<file path="src/rtl/audio_pwm_mixer.sv">
// Three-voice gain/mute/saturate mixer feeding an 8-bit PWM headphone output.
// A one-entry hold buffer takes samples; a new level is loaded only on a PWM period boundary.
module audio_pwm_mixer #(
    parameter int unsigned CHANNELS = 3,
    parameter int unsigned SAMPLE_W = 6,
    parameter int unsigned PWM_W    = 8
) (
    input  logic                         clk,
    input  logic                         reset,
    input  logic [CHANNELS*SAMPLE_W-1:0] ch_sample,
    input  logic [CHANNELS*2-1:0]        ch_gain,
    input  logic [CHANNELS-1:0]          ch_mute,
    input  logic                         sample_valid,
    output logic                         sample_ready,
    output logic                         pwm,
    output logic                         period_start,
    output logic                         clip
);

    localparam int unsigned GAIN_W = 2;
    localparam int unsigned TERM_W = SAMPLE_W + 3;
    localparam int unsigned SUM_W  = TERM_W + $clog2(CHANNELS);
    localparam logic [SUM_W-1:0] LVL_MAX = SUM_W'((2 ** PWM_W) - 1);

    logic [PWM_W-1:0]             r_cnt;
    logic [PWM_W-1:0]             r_duty;
    logic                         r_clip;
    logic                         r_pwm;
    logic                         r_period_start;

    logic                         r_hold_full;
    logic [CHANNELS*SAMPLE_W-1:0] r_hold_sample;
    logic [CHANNELS*GAIN_W-1:0]   r_hold_gain;
    logic [CHANNELS-1:0]          r_hold_mute;

    logic                         r_mix_ok;
    logic [PWM_W-1:0]             r_mix_lvl;
    logic                         r_mix_sat;

    logic [TERM_W-1:0]            w_term [CHANNELS];
    logic [SUM_W-1:0]             w_sum;
    logic                         w_sat;
    logic                         w_wrap;
    logic                         w_accept;
    logic                         w_load;

    assign w_wrap       = (r_cnt == '1);
    assign w_accept     = sample_valid && !r_hold_full;
    // mix_ok implies hold_full, so a load never coincides with an accept
    assign w_load       = w_wrap && r_mix_ok;

    assign sample_ready = ~r_hold_full;
    assign pwm          = r_pwm;
    assign period_start = r_period_start;
    assign clip         = r_clip;

    // Full-width sum of shifted, muted terms; no intermediate truncation
    always_comb begin
        w_sum = '0;
        for (int i = 0; i < CHANNELS; i++) begin
            w_term[i] = '0;
            if (!r_hold_mute[i]) begin
                w_term[i] = TERM_W'(r_hold_sample[i*SAMPLE_W +: SAMPLE_W])
                            << r_hold_gain[i*GAIN_W +: GAIN_W];
            end
            w_sum = w_sum + SUM_W'(w_term[i]);
        end
        w_sat = (w_sum > LVL_MAX);
    end

    // Free-running period counter and registered PWM output stage
    always_ff @(posedge clk) begin
        if (reset) begin
            r_cnt          <= '0;
            r_pwm          <= 1'b0;
            r_period_start <= 1'b0;
        end else begin
            r_cnt          <= r_cnt + PWM_W'(1);
            r_pwm          <= (r_cnt < r_duty);
            r_period_start <= (r_cnt == '0);
        end
    end

    // One-entry hold buffer payload
    always_ff @(posedge clk) begin
        if (reset) begin
            r_hold_sample <= '0;
            r_hold_gain   <= '0;
            r_hold_mute   <= '0;
        end else if (w_accept) begin
            r_hold_sample <= ch_sample;
            r_hold_gain   <= ch_gain;
            r_hold_mute   <= ch_mute;
        end
    end

    // Registered mix stage with saturation
    always_ff @(posedge clk) begin
        if (reset) begin
            r_mix_lvl <= '0;
            r_mix_sat <= 1'b0;
        end else begin
            r_mix_lvl <= w_sat ? LVL_MAX[PWM_W-1:0] : w_sum[PWM_W-1:0];
            r_mix_sat <= w_sat;
        end
    end

    // Buffer occupancy, mix validity and period-boundary duty load
    always_ff @(posedge clk) begin
        if (reset) begin
            r_hold_full <= 1'b0;
            r_mix_ok    <= 1'b0;
            r_duty      <= '0;
            r_clip      <= 1'b0;
        end else if (w_load) begin
            r_duty      <= r_mix_lvl;
            r_clip      <= r_mix_sat;
            r_hold_full <= 1'b0;
            r_mix_ok    <= 1'b0;
        end else begin
            r_mix_ok    <= r_hold_full;
            if (w_accept) begin
                r_hold_full <= 1'b1;
            end
        end
    end

endmodule
</file>
<file path="config.mk">
export PLATFORM = sky130hd
export DESIGN_NAME = audio_pwm_mixer
export DESIGN_NICKNAME = d
export VERILOG_FILES = /design/src/rtl/audio_pwm_mixer.sv
export SDC_FILE = /design/constraint.sdc
export NUM_CORES = 1
export LEC_CHECK = 0
export CAP_MARGIN = 20
export CORE_ASPECT_RATIO = 1.5
export CORE_MARGIN = 10
export CORE_UTILIZATION = 59
export CTS_BUF_LIST = sky130_fd_sc_hd__clkbuf_8
export DETAILED_ROUTE_END_ITERATION = 8
export MAX_ROUTING_LAYER = met4
export PLACE_DENSITY = 0.85
export SETUP_SLACK_MARGIN = 0.15
export SYNTH_ARGS = -nofsm -noshare
export SYNTH_HDL_FRONTEND = slang
export SYNTH_SLANG_ARGS = --single-unit
</file>
<file path="constraint.sdc">
create_clock -name clk -period 3.7 [get_ports clk]
set_clock_uncertainty 0.15 [all_clocks]
set_input_delay 0.74 -clock clk [delete_from_list [all_inputs] [get_ports clk]]
set_output_delay 0.74 -clock clk [all_outputs]
set_load 0.02 [all_outputs]
</file>
# Yosys cells after proc, flatten, opt, wreduce, memory -nomap -nowiden
# Cells that the tools add are included.
dict set report classes {
  muxes 4
  order_cmp 2
  n_reduce_logical 5
  bitwise 1
  eq_ne 1
  shift 3
  addsub 3
}
# cell count
set op_table {}
lappend op_table {{two-way mux 9 bit} 3}
lappend op_table {{left shift 6 x 2 -> 9 bit} 3}
lappend op_table {{adder 10 x 9 -> 11 bit} 1}
lappend op_table {{greater-than comparator 11 x 8 -> 1 bit, second input constant} 1}
lappend op_table {{adder 9 x 9 -> 10 bit} 1}
lappend op_table {{adder 8 x 1 -> 8 bit, second input constant} 1}
lappend op_table {{equality test 8 bit, second input constant} 1}
lappend op_table {{logical NOT 8 bit} 1}
lappend op_table {{< comparator 8 bit} 1}
lappend op_table {{two-way mux 8 bit} 1}
lappend op_table {{logical AND 1 bit} 2}
lappend op_table {{OR reduction 2 bit} 1}
lappend op_table {{logical NOT 1 bit} 1}
lappend op_table {{inverter 1 bit} 1}
dict set report word_totals {
  word_cells 31
  out_inout_bits 4
  regBits 57
  input_bits 30
}

# Depth between registers and ports, before layout
dict set report depth {
  word_depth 6
  mapped_depth 13
  ltp_nobuf 12
}

# Least setup slack after synthesis
# No wires, ideal clock.
dict set report synth_timing {
  path_kind {reg-to-reg}
  start {register r_hold_gain[3]}
  end {register r_mix_lvl[6]}
  path_slack_ns 0.603
  period_less_slack_ns 3.097
  path_stages_with_launch 13
  t_arrival_ns 2.861
  cell_sequence {dfxtp_1 > clkbuf_1 > or4b_2 > fa_1 > inv_1 > ha_1 > inv_1 > fa_1 > nor2b_1 > o31a_2 > nor3_1 > o211a_1 > a211oi_1}
}
dict set report synth_via {
  elab_chain_len 6
}
# element line_no
set synth_lines {}
lappend synth_lines {{from (decl)} 33} ;# logic [CHANNELS*GAIN_W-1:0] r_hold_gain;
lappend synth_lines {{from (signal assigned)} 92} ;# r_hold_gain <= ch_gain;
lappend synth_lines {{left shift 6 x 2 -> 9 bit *} 63} ;# w_term[i] = TERM_W'(r_hold_sample[i*SAMPLE_W +: SAMPLE_W])
lappend synth_lines {{two-way mux 9 bit *} 62} ;# if (!r_hold_mute[i]) begin
lappend synth_lines {{adder 9 x 9 -> 10 bit *} 66} ;# w_sum = w_sum + SUM_W'(w_term[i]);
lappend synth_lines {{adder 10 x 9 -> 11 bit *} 66}
lappend synth_lines {{greater-than comparator 11 x 8 -> 1 bit} 68} ;# w_sat = (w_sum > LVL_MAX);
lappend synth_lines {{two-way mux 8 bit *} 103} ;# r_mix_lvl <= w_sat ? LVL_MAX[PWM_W-1:0] : w_sum[PWM_W-1:0];
lappend synth_lines {{to (signal assigned)} 103}
lappend synth_lines {{to (decl)} 37} ;# logic [PWM_W-1:0] r_mix_lvl;
# Mark *: on every way between the ends. The rest lies on a longest branch, timed or not.
# A chain may end at the register's enable or synchronous reset.

# Worst setup path in the final report
dict set report layout_timing {
  start {register r_hold_gain[0]}
  end {register r_mix_lvl[7]}
}
# The elaborated chain is that of the path after synthesis.

==> impl_metrics.yaml <==
placement:
  post-place-ws_ns: 0.361
  gp_congestion: 0.848
  placed_cells: 468
  dpl.hpwl_microns: 5130
  dpl_cell_area_sq_um: 3500
  port_buffers: 33
routing:
  vias_per_cell: 5.64
  wire_per_inst_microns: 14.8
  dr.pass1.iters: 4
  ant_nets: 0
  routed_wl_microns: 7190
  vias: 2731
  initialDrtViolationCount: 120
  route.detailed.drc: 0
yosys:
  synth-compound-area-share_pct: 15.3
  synthTopCellsByCount: "nand2_1 (87), dfxtp_1 (57), a21oi_1 (46)"
  synth_top_area_share_pct: 36.0
  synth.distinct_cells: 42
  synth_edf_count: 0
  synth_ff_type: "dfxtp_1"
  syn-mean-instance-area_sq_um: 8.19
  synth_top_family_by_area: "simple AND/OR/NAND/NOR gates"
  syn-num-nets: 444
  yosysMostFrequentCell: "nand2_1"
  ys_top_cells_by_area: "dfxtp_1 (36%), nand2_1 (10%), a21oi_1 (7.3%)"
  ys_seq_elements: 57
  yosys.area_share.adder_pct: 13.0
  postSynthCellCount: 387
  yosys_warnings: 0
  muxShareOfSynthArea_pct: 6.36
  synthesis.area_sq_um: 3170
  ys_async_sr_fraction_pct: 0
  synth_simple_gate_area_share_pct: 21.8
  synth_xor_area_share_pct: 1.93
  synth_area_leader_cell: "dfxtp_1"
  yosysSeqAreaShare_pct: 36.0
sta:
  period_needed_ns: 3.33
  slew_headroom_pct: 31.9
  rsz0062_at_grt: "false"
  drv_slew: 0
  finalSetupTns_ns: 0
  post-route-worst-setup-slack_ns: 0.366
  max_freq_mhz: 300
  worst_pin_slew_ns: 1.02
  setup_violations: 0
  hold_viol_final: 0
  period_share_pct: 90.1
floorplanning:
  num_rows: 32
  io_pins: 34
  initial_core_util_pct: 61.4
  die_h_microns: 110
  core_sq_um: 5160
  die_width_microns: 79.8
  dieArea_sq_um: 8760
clock_network:
  cts.sinks: 57
  holdBufCountCts: 0
  clkTransAtPathRegs_ns: 0.07
  cts_root_buf: "clkbuf_8"
  h-tree-depth: 3
  post_cts_resized: 0
  cts_buffer_depth: 2
  cts_tree: "yes"
  numCtsBuffers: 9
  post-cts-setup-buffers: 0
  insertion_delay_ns: 0.34
worst_setup_path:
  startpoint_type: "flop"
  worstPathArrival_ns: 3.36
  critPathCaptureType: "flop"
  cp_cell_sequence: "mux2i_1, nand2_1, nand3b_1, fa_1, inv_1, ha_1, nor2b_1, o31a_2, nor3_1, a21o_4, a21oi_1"
  worstSetupPathType: "flop to flop"
  cp_top_family: "simple AND/OR/NAND/NOR gates"
  worst_path_largest_cell_delay_ns: 0.55
  slowest_stage: "dfxtp_1"
  crit_required_ns: 3.73
  cp.buffers_inverters: 1
  critPathMaxFanout: 11
final_layout:
  antenna_cells: 0
  drive_gt1_share_pct: 8.41
  design_area_sq_um: 3750
  fin_cells: 484
  nets: 468
  area_growth_syn_to_layout_pct: 18.3
pwr:
  switchingPower_w: 0.000408
  pwr-share-seq_pct: 41.9
  p_per_area_nw_per_um2: 437
  pwr-share-clk_pct: 43.4
  power_w: 0.00164
  power_frac_comb_pct: 14.7
  p_int_w: 0.00123
  vdd.ir_drop.worst_mv: 0.301
  leakagePower_nw: 1.53
  p_sw_share_pct: 24.9
global_route:
  globalRouteOverflowTotal: 0
  first_global_vias: 2685
  grtUsageTotal_pct: 17.6
  grt_max_degree: 58
  grt_pass1_wl_microns: 11900
  antenna_found_initial: 0
min_path:
  hold_path_class: "flop to flop"
outcome:
  outcome: "complete, no violations"
run:
  drv_cap: 0
==> logic make-up after synthesis <==
| family | after synthesis |
|---|---|
| adder cells (fa/ha/maj) | 27 |
| XOR/XNOR | 7 |
| buffers and inverters | 45 |
| flip-flops | 57 |
| multiplexers | 17 |
| AND/OR/NAND/NOR | 155 |
| AO/OA/AOI/OAI | 79 |
==> placed cells by master, fill, tap and decap left out, types with 3 or more instances in the layout <==
cell	count
clkbuf_8	10
bufinv_16	3
a21o_1	5
nor3_1	8
fa_1	10
ha_1	17
nand2b_1	5
nand4_1	3
a21oi_1	46
a211oi_1	7
inv_1	25
nand2_1	87
nand3b_1	5
clkdlybuf4s50_1	32
nor2_1	28
xor2_1	5
a21oi_2	3
mux2_2	5
a31oi_1	3
o21ai_0	5
dfxtp_1	55
mux2i_1	10
nand3_1	4
==> final timing paths <==
kind                                      to      startpoint  cells after the start  slack, ns
worst min register to register     r_duty[6]    r_mix_lvl[6]                      2       0.29
worst min-delay path               r_duty[6]    r_mix_lvl[6]                      2       0.29
worst max register to register  r_mix_lvl[7]  r_hold_gain[0]                     11       0.37
worst max-delay path            r_mix_lvl[7]  r_hold_gain[0]                     11       0.37
==> stage by stage <==
step	hold WS [ns]	utilization [%]
floorplan	0.272	-
global placement	0.274	67.8
detailed placement	0.281	67.8
CTS	0.292	72.5
global route	0.299	72.6
finish	0.288	72.6
==> power groups by stage <==
stage                     registers [W]  logic (W)  clock network, W
after floorplan                0.000682   0.000175                 0
after global placement         0.000695   0.000226                 0
after detailed placement       0.000697   0.000235                 0
after CTS                      0.000685   0.000241          0.000721
after global routing           0.000690   0.000269          0.000755
final                          0.000686   0.000240          0.000711
==> layer usage <==
| layer | track usage [%] | vias up | share of wire (%) |
|---|---|---|---|
| met5 | - | - | 0 |
| met4 | 14.1 | 0 | 5.3 |
| met3 | 3.02 | 35 | 2.9 |
| met2 | 31.9 | 77 | 54 |
| met1 | 15.7 | 1269 | 37 |
| li1 | - | 1350 | - |
==> cell type report <==
type / count / area [sq um]
clock buffer: 10 / 138
clock inverter: 6 / 106
fill: 386 / 1420
inverter: 24 / 90.1
multi-input combinational: 285 / 1850
sequential: 57 / 1140
tap: 68 / 85.1
timing repair buffer: 34 / 333
==> worst reg2reg max path, cell delays in order, from the launching register on <==
cell      delay [ns]
dfxtp_1         0.55
mux2i_1         0.35
nand2_1         0.11
nand3b_1        0.10
fa_1            0.42
inv_1           0.08
ha_1            0.27
nor2b_1         0.16
o31a_2          0.32
nor3_1          0.33
a21o_4          0.24
a21oi_1         0.07
==> flip-flops by register name (all words and copies together) (netlist names) <==
name           count
r_hold_sample     18
r_cnt              8
r_duty             8
r_mix_lvl          8
r_hold_gain        6
r_hold_mute        3
clip               1
period_start       1
pwm                1
r_hold_full        1
r_mix_ok           1
r_mix_sat          1
Note: power is estimated with default switching activity, not from simulation.
